### src/rtl/video_pkg.sv
// Shared definitions for the tile video unit: register map, CTRL bit layout,
// tile-attribute RAM geometry and the tattr DMA state encoding.
package video_pkg;

  localparam int TATTR_SIZE = 1024;

  localparam logic [1:0] REG_SRC  = 2'd0;
  localparam logic [1:0] REG_DST  = 2'd1;
  localparam logic [1:0] REG_LEN  = 2'd2;
  localparam logic [1:0] REG_CTRL = 2'd3;

  // CTRL write-side bits
  localparam int CTRL_START      = 0;
  localparam int CTRL_WAIT_VS    = 1;
  localparam int CTRL_CLEAR_DONE = 2;
  localparam int CTRL_IRQ_EN     = 3;
  localparam int CTRL_ABORT      = 4;

  // CTRL read-side bits
  localparam int STAT_BUSY = 0;
  localparam int STAT_DONE = 1;

  typedef enum logic [1:0] {
    ST_IDLE    = 2'd0,
    ST_WAIT_VS = 2'd1,
    ST_REQ     = 2'd2,
    ST_WRITE   = 2'd3
  } dma_state_e;

  function automatic logic [31:0] ctrl_status(input logic busy, input logic done,
                                              input logic irq_en);
    logic [31:0] r;
    r              = 32'd0;
    r[STAT_BUSY]   = busy;
    r[STAT_DONE]   = done;
    r[CTRL_IRQ_EN] = irq_en;
    return r;
  endfunction

endpackage

### src/rtl/sync_edge_detect.sv
// Two-flop synchroniser for an asynchronous level, followed by a history flop
// that yields a one-cycle pulse on each synchronised falling edge.
module sync_edge_detect #(
  parameter logic RST_VAL = 1'b1
) (
  input  logic clk,
  input  logic rst_n,
  input  logic d,
  output logic fall
);

  logic meta_r;
  logic sync_r;
  logic prev_r;

  // synchroniser chain plus edge-history flop
  always_ff @(posedge clk or negedge rst_n) begin
    if (!rst_n) begin
      meta_r <= RST_VAL;
      sync_r <= RST_VAL;
      prev_r <= RST_VAL;
    end else begin
      meta_r <= d;
      sync_r <= meta_r;
      prev_r <= sync_r;
    end
  end

  assign fall = prev_r & ~sync_r;

endmodule

### src/rtl/tile_attr_dma.sv
// Byte-copy DMA from system memory into the tile-attribute RAM, optionally
// deferred to the next vertical sync for tear-free tile-map updates.
module tile_attr_dma #(
  parameter int TATTR_SIZE = video_pkg::TATTR_SIZE,
  parameter int ADDR_W     = $clog2(TATTR_SIZE),
  parameter int LEN_W      = ADDR_W + 1
) (
  input  logic              wclk,
  input  logic              rst_n,
  input  logic [1:0]        reg_addr,
  input  logic [31:0]       reg_wdata,
  input  logic              reg_wenable,
  output logic [31:0]       reg_rdata,
  output logic [31:0]       mem_addr,
  output logic              mem_req,
  input  logic              mem_ack,
  input  logic [7:0]        mem_rdata,
  output logic [ADDR_W-1:0] tattr_addr,
  output logic [7:0]        tattr_wdata,
  output logic              tattr_wenable,
  input  logic              v_sync,
  output logic              busy,
  output logic              irq
);

  import video_pkg::*;

  dma_state_e        state_r, state_s;
  logic [31:0]       src_r;
  logic [ADDR_W-1:0] dst_r;
  logic [LEN_W-1:0]  len_r;
  logic [LEN_W-1:0]  cnt_r, cnt_s;
  logic              done_r, done_s;
  logic              irq_en_r, irq_en_s;
  logic              abort_pend_r, abort_pend_s;
  logic              vs_fall_s;
  logic              ctrl_wr_s, start_s, abort_s, last_s;

  sync_edge_detect #(.RST_VAL(1'b1)) u_vs_sync (
    .clk   (wclk),
    .rst_n (rst_n),
    .d     (v_sync),
    .fall  (vs_fall_s)
  );

  assign ctrl_wr_s = reg_wenable && (reg_addr == REG_CTRL);
  assign start_s   = ctrl_wr_s && reg_wdata[CTRL_START];
  assign abort_s   = ctrl_wr_s && reg_wdata[CTRL_ABORT];
  assign last_s    = ((cnt_r + LEN_W'(1)) == len_r);

  // next-state, byte counter, done flag and abort bookkeeping
  always_comb begin
    state_s      = state_r;
    cnt_s        = cnt_r;
    abort_pend_s = abort_pend_r;
    irq_en_s     = ctrl_wr_s ? reg_wdata[CTRL_IRQ_EN] : irq_en_r;
    if (ctrl_wr_s && reg_wdata[CTRL_CLEAR_DONE]) begin
      done_s = 1'b0;
    end else begin
      done_s = done_r;
    end
    case (state_r)
      ST_IDLE: begin
        abort_pend_s = 1'b0;
        if (start_s) begin
          cnt_s = {LEN_W{1'b0}};
          if (len_r == {LEN_W{1'b0}}) begin
            done_s = 1'b1;
          end else begin
            done_s  = 1'b0;
            state_s = reg_wdata[CTRL_WAIT_VS] ? ST_WAIT_VS : ST_REQ;
          end
        end else begin
          state_s = ST_IDLE;
        end
      end
      ST_WAIT_VS: begin
        if (abort_s) begin
          state_s = ST_IDLE;
        end else if (vs_fall_s) begin
          state_s = ST_REQ;
        end else begin
          state_s = ST_WAIT_VS;
        end
      end
      ST_REQ: begin
        // the handshake must finish, so an abort here waits for WRITE
        if (abort_s) begin
          abort_pend_s = 1'b1;
        end else begin
          abort_pend_s = abort_pend_r;
        end
        if (mem_ack) begin
          state_s = ST_WRITE;
        end else begin
          state_s = ST_REQ;
        end
      end
      ST_WRITE: begin
        cnt_s = cnt_r + LEN_W'(1);
        if (last_s) begin
          state_s = ST_IDLE;
          done_s  = 1'b1;
        end else if (abort_s || abort_pend_r) begin
          state_s = ST_IDLE;
        end else begin
          state_s = ST_REQ;
        end
      end
      default: begin
        state_s = ST_IDLE;
      end
    endcase
  end

  // FSM, control state and registered bus outputs
  always_ff @(posedge wclk or negedge rst_n) begin
    if (!rst_n) begin
      state_r       <= ST_IDLE;
      cnt_r         <= {LEN_W{1'b0}};
      done_r        <= 1'b0;
      irq_en_r      <= 1'b0;
      abort_pend_r  <= 1'b0;
      mem_req       <= 1'b0;
      mem_addr      <= 32'd0;
      tattr_wenable <= 1'b0;
      tattr_addr    <= {ADDR_W{1'b0}};
      tattr_wdata   <= 8'd0;
      busy          <= 1'b0;
      irq           <= 1'b0;
    end else begin
      state_r       <= state_s;
      cnt_r         <= cnt_s;
      done_r        <= done_s;
      irq_en_r      <= irq_en_s;
      abort_pend_r  <= abort_pend_s;
      mem_req       <= (state_s == ST_REQ);
      tattr_wenable <= (state_s == ST_WRITE);
      busy          <= (state_s != ST_IDLE);
      irq           <= done_s & irq_en_s;
      if (state_s == ST_REQ) begin
        mem_addr <= src_r + 32'(cnt_s);
      end
      if (state_s == ST_WRITE) begin
        tattr_addr <= dst_r + cnt_s[ADDR_W-1:0];
      end
      if ((state_r == ST_REQ) && mem_ack) begin
        tattr_wdata <= mem_rdata;
      end
    end
  end

  // SRC/DST/LEN are frozen for the duration of a transfer
  always_ff @(posedge wclk or negedge rst_n) begin
    if (!rst_n) begin
      src_r <= 32'd0;
      dst_r <= {ADDR_W{1'b0}};
      len_r <= {LEN_W{1'b0}};
    end else if (reg_wenable && (state_r == ST_IDLE)) begin
      case (reg_addr)
        REG_SRC: src_r <= reg_wdata;
        REG_DST: dst_r <= reg_wdata[ADDR_W-1:0];
        REG_LEN: len_r <= reg_wdata[LEN_W-1:0];
        default: src_r <= src_r;
      endcase
    end
  end

  // register read mux
  always_comb begin
    case (reg_addr)
      REG_SRC:  reg_rdata = src_r;
      REG_DST:  reg_rdata = 32'(dst_r);
      REG_LEN:  reg_rdata = 32'(len_r);
      REG_CTRL: reg_rdata = ctrl_status(busy, done_r, irq_en_r);
      default:  reg_rdata = 32'd0;
    endcase
  end

endmodule

### config.mk
export PLATFORM = sky130hd
export DESIGN_NAME = tile_attr_dma
export DESIGN_NICKNAME = d
export VERILOG_FILES = /design/src/rtl/video_pkg.sv /design/src/rtl/sync_edge_detect.sv /design/src/rtl/tile_attr_dma.sv
export SDC_FILE = /design/constraint.sdc
export NUM_CORES = 1
export LEC_CHECK = 0
export CAP_MARGIN = 20
export CORE_AREA = 2 2 123 125
export DETAILED_ROUTE_END_ITERATION = 10
export DIE_AREA = 0 0 125 127
export GPL_ROUTABILITY_DRIVEN = 0
export GPL_TIMING_DRIVEN = 1
export PLACE_DENSITY = 0.78
export SETUP_SLACK_MARGIN = 0.4
export SLEW_MARGIN = 10
export SYNTH_ARGS = -nofsm -noshare
export SYNTH_HDL_FRONTEND = slang
export SYNTH_HIERARCHICAL = 1
export SYNTH_SLANG_ARGS = --single-unit
### constraint.sdc
create_clock -name wclk -period 3.6 [get_ports wclk]
set_clock_uncertainty 0.15 [all_clocks]
set_input_delay 0.72 -clock wclk [delete_from_list [all_inputs] [get_ports wclk]]
set_output_delay 0.72 -clock wclk [all_outputs]
set_load 0.03 [all_outputs]
After elaboration in Yosys (flattened, before gate mapping)

Index checks and enable logic that the tools add are counted.

Register bits: 126
Input port bits: 47
Output and inout bits: 86
Logic and storage cells: 70

Add/sub/neg operators: 3
Equality and inequality tests: 10
Multiplexer cells: 20
Bitwise operators: 3
Reduce and logical (&&, ||, !) cells: 16

Operator list:

| cell                                                                  | number |
|---|---|
| 32-bit one-hot mux with 4 select lines                                | 1 |
| 32-bit by 11-bit adder with 32-bit output                             | 1 |
| 11-bit one-hot mux with 2 select lines                                | 1 |
| 2-bit two-way mux                                                     | 7 |
| 2-bit equality test, second input constant                            | 6 |
| 11-bit by 1-bit adder with 11-bit output, second input constant       | 1 |
| 11-bit equality test                                                  | 1 |
| 11-bit logical NOT                                                    | 1 |
| 11-bit two-way mux                                                    | 1 |
| 10-bit adder                                                          | 1 |
| 2-bit one-hot mux with 4 select lines                                 | 1 |
| 2-bit AND reduction                                                   | 4 |
| 1-bit two-way mux                                                     | 7 |
| 1-bit logical AND                                                     | 6 |
| 2-bit by 1-bit equality test with 1-bit output, second input constant | 2 |
| 2-bit logical NOT                                                     | 2 |
| 1-bit one-hot mux with 2 select lines                                 | 2 |
| 2-bit nonzero test                                                    | 2 |
| 1-bit bitwise AND                                                     | 2 |
| 2-bit != test, second input constant                                  | 1 |
| 1-bit logical OR                                                      | 1 |
| 1-bit inverter                                                        | 1 |

Longest topological paths before layout

Word-level depth: 8
Mapped depth: 18
Depth with buffers taken out: 15

Modules after synthesis

Netlist, hierarchy kept.

Modules (own cells, without submodules):

| module           | times used | cells an instance | area each (µm²) | seq. area each (µm²) |
|---|---|---|---|---|
| tile_attr_dma    | 1          | 606               | 6,819.0         | 3,078.0 |
| sync_edge_detect | 1          | 4                 | 92.6            | 78.8 |

Least setup slack after synthesis

OpenSTA, ideal clock, no wires.

Kind: input-to-reg
Start: input reg_addr[1]
End: register mem_addr[24]
Library setup time: 0.128 ns
Data arrival time: 3.732 ns
Data required time: 3.322 ns
Slack: -0.409 ns
Stages on the path: 16
Buffers on the path: 3
Path through: clkbuf_1 > and3_1 > nand2_1 > a21o_1 > clkbuf_1 > o21ai_0 > o21ai_0 > ha_1 > nor2b_1 > o31a_1 > o41a_1 > a21o_1 > clkbuf_1 > nand4_1 > xnor2_1 > mux2_1

Elaborated cells on any way between the ends: 14
Those cells by class: 1 x add/sub; 2 x eq/ne; 7 x mux; 4 x reduce/logical

RTL lines:

| element                                   | line                 | RTL |
|---|---|---|
| start, declared                           | tile_attr_dma.sv:10  | `input logic [1:0] reg_addr,` |
| 2-bit equality test                       | tile_attr_dma.sv:46  | `assign ctrl_wr_s = reg_wenable && (reg_addr == REG_CTRL);` |
| 1-bit logical AND                         | tile_attr_dma.sv:46  |  |
| 1-bit logical AND                         | tile_attr_dma.sv:47  | `assign start_s = ctrl_wr_s && reg_wdata[CTRL_START];` |
| 11-bit two-way mux                        | tile_attr_dma.sv:65  | `if (start_s) begin` |
| 11-bit one-hot mux with 2 select lines    | tile_attr_dma.sv:62  | `case (state_r)` |
| net cnt_s[2]                              | tile_attr_dma.sv:32  | `logic [LEN_W-1:0] cnt_r, cnt_s;` |
| 32-bit by 11-bit adder with 32-bit output | tile_attr_dma.sv:142 | `mem_addr <= src_r + 32'(cnt_s);` |
| end signal, assigned                      | tile_attr_dma.sv:142 |  |
| end, declared                             | tile_attr_dma.sv:14  | `output logic [31:0] mem_addr,` |

The timed path passes the listed nets, and every way through them passes these cells.
A chain may end at the register's enable or synchronous reset.

Worst setup path after layout

Start: register state_r[1]
End: register mem_addr[24]

Elaborated cells on any way between the ends: 10
Those cells by class: 1 x add/sub; 4 x eq/ne; 4 x mux; 1 x reduce/logical

RTL lines:

| element                                                         | line                 | RTL |
|---|---|---|
| start, declared                                                 | tile_attr_dma.sv:28  | `dma_state_e state_r, state_s;` |
| start signal, assigned                                          | tile_attr_dma.sv:132 | `state_r <= state_s;` |
| 2-bit equality test / 2-bit logical NOT (equally long branches) | tile_attr_dma.sv:62  |  |
| 11-bit one-hot mux with 2 select lines *                        | tile_attr_dma.sv:62  |  |
| net cnt_s[1]                                                    | tile_attr_dma.sv:32  |  |
| 32-bit by 11-bit adder with 32-bit output *                     | tile_attr_dma.sv:142 |  |

The timed path passes the listed nets; every way through them passes the cells marked *.

==> metrics.csv <==
metric,value,unit
DR vias/cell,5.715,
H-tree depth,4,
Pwr Density,549.9,nW/um2
Simple-Gate Fraction of Synth Area,0.1245,
final period utilization,0.9627,
CP endpoint kind,flop,
First DRT Iteration DRCs,499,
clk buf depth,2,
Hold WS,66.49,ps
DRC Markers,0,
mux cell area share after synthesis,0.1955,
Yosys Warn Count,6,
async set-reset flop share out of synthesis,1.000,
CP arrival,3630,ps
maxcap violations,0,
Final Instance Area,10390,um2
worst hold path type,input pin to async pin,
area taken by multi-input logic gates,4091,um2
Storage cell area,3161,um2
CTS tree,built,
Starting Density,0.4792,
register area share after synthesis,0.4567,
Post-synth EDFFs,0,
static leakage,4.741,nW
GRT overflow,0,
port bufs,132,
"most common cell after layout, fill and taps aside",dfrtp_1,
"Hold Vio Cnt, Final",0,
Synth Area in Compound Gates,0.08599,
Mean Syn Cell Area,11.33,um2
Max-Slew Margin vs Limit,0.4972,
post-synthesis adder-cell area fraction,0.05105,
CTS buffer count,17,
final core utilization,0.7202,
f_max,0.2885,GHz
critical path type,flop to flop,
syn_nets,684,
Synth Area in XOR/XNOR,0.05702,
worst slew pin tran,750.3,ps
Skew-Pair Late Insertion Delay,430,ps
min Tclk post-route,3466,ps
# fillers,930,
slowest library cell on the worst path,o41a_1,
VDD IR max,505.7,uV
pin count of the biggest net entering global routing,60,
"Hold-fix buffers, CTS",0,
die footprint,15880,um2
Antenna Violating Nets Remaining,0,
num rows,44,
nets@finish,921,
post-synth cell types,60,
status,finished clean,
max incr delay on CP,420,ps
Post-DP HPWL,13.25,mm
number of diodes,0,
setup_tns,0,ps
"Area growth, synth to finish",50.31,%
CP cell instances,inv_2 > ha_4 > buf_6 > a21o_4 > a22o_4 > inv_1 > fa_2 > nor2b_4 > o31a_1 > o41a_1 > a21o_4 > nand4_1 > xnor2_1 > mux2_4,
mean routed wirelength per cell,19.93,um
top_reg_cell synth,dfrtp_1,
CP required,3770,ps
# setup viols final,0,
vias in the first global route,6203,
Post-Synthesis Cells,610,
Final Total Pwr,5.713,mW
CTS root buffer,clkbuf_16,
vias post-DR,5966,
initial antenna violation count,0,
Post-Route WL,20.80,mm
I/O pin count,133,
Detailed Routing Iterations Pass 1,5,
layout cells sized above 1,0.4186,
RSZ-0062 raised after global routing,true,
largest fanout on the critical path,7,
CP Launch Type,flop,
"Cell Area, Placed",8917,um2
largest family of logic cells by synthesized area,multiplexers,
die span in x,125,um
Synth Register Bits,126,
"CTS clk-pin slew, worst paths",60,ps
# clock sinks,126,
Core Footprint,14420,um2
Slew Limit Fails,0,
Die H,127,um
most frequent cells in the layout,"120 x dfrtp_1, 118 x buf_4, 95 x clkdlybuf4s50_1",
GRT Overall Usage,0.2559,
CP dominant cell by count,a21o_4,
global-route wire length before repair,32.07,mm
area of the mapped netlist,6912,um2
-- path summary, 6_finish.rpt --
path	start	endpoint	slack, ps	cells past startpoint
max in group asynchronous	rst_n	mem_addr[25]	2380	2
min in group wclk	u_vs_sync/meta_r	u_vs_sync/sync_r	210	0
setup reg to reg	state_r[1]	mem_addr[24]	130	14
setup / recovery	state_r[1]	mem_addr[24]	130	14
hold / removal	rst_n	state_r[0]	70	1
hold reg to reg	u_vs_sync/meta_r	u_vs_sync/sync_r	210	0
-- cell usage after synthesis (7+ instances only) --
master,count,area (um2)
nor3_1,8,40.04
nand4_1,8,50.05
a21oi_1,12,60.06
mux2_4,7,105.1
nor2b_1,9,56.30
dfrtp_1,123,3078
nand3_1,20,100.1
inv_1,18,67.56
mux2i_1,12,120.1
clkbuf_1,21,78.83
nand2_1,34,127.6
xor2_1,9,78.83
nor2_1,20,75.07
ha_1,25,312.8
and2_1,24,150.1
xnor2_1,36,315.3
o21ai_0,34,170.2
and3_1,16,100.1
mux2_1,28,315.3
mux2_2,66,743.2
-- cell families after synthesis --
family                     Yosys count
and+or+nand+nor                    159
DFF                                126
muxes                              116
AOI/OAI and AO/OA                   90
buffers and inverters               47
xor gates and xnor gates            45
adders and majority gates           27
-- worst max-delay path: cells and delay by family (launching register included) --
family	cells	cell delay (ps)
AO/OA/AOI/OAI	5	1500
XOR/XNOR	1	80
adder cells (fa/ha/maj)	2	470
buffers and inverters	3	330
flip-flops	1	400
multiplexers	1	270
AND/OR/NAND/NOR	2	160
-- power by group --
part / internal (mW) / total, mW / switching (mW)
clock network: 1.04 / 1.77 / 0.728
logic: 0.959 / 1.91 / 0.953
registers: 1.73 / 2.03 / 0.301
total: 3.73 / 5.71 / 1.98
-- stage by stage --
stage                     setup slack, ps  std cells
after detailed placement           -650.1        971
after CTS                           237.5       1033
final                               134.4       1044
after global placement             -524.8        971
after floorplan                    -134.5        610
after global routing                22.93       1044
-- repair_timing --
item,in CTS,in global routing
setup buffers,28,11
gates resized for setup,99,35
pin swaps,42,15
endpoints found under the hold margin,0,0
cloned,2,0
endpoints found under the setup margin,44,43
-- metal layers --
layer  global-route usage  vias to the layer above  wire [um]
met1               0.3092                     2959       8453
met3              0.06700                       74       1138
met5                    0                        -          0
met4               0.1078                        0        810
met2               0.4367                      246      10400
li1                     -                     2687          -
-- registers in the layout (all words and copies together), names as in the netlist, 2 cells and up --
name	cells
cnt_r	11
dst_r	10
len_r	11
mem_addr	32
src_r	32
state_r	2
tattr_addr	10
tattr_wdata	8
-- final cells by class --
cell class | instances | area share
clock buffer | 17 | 0.04095
clock inverter | 15 | 0.01650
inverter | 18 | 0.006504
multi-input combinational | 439 | 0.3938
sequential | 126 | 0.3042
tap | 184 | 0.02216
timing repair buffer | 245 | 0.2158
Note: power is estimated with default switching activity, not from simulation.
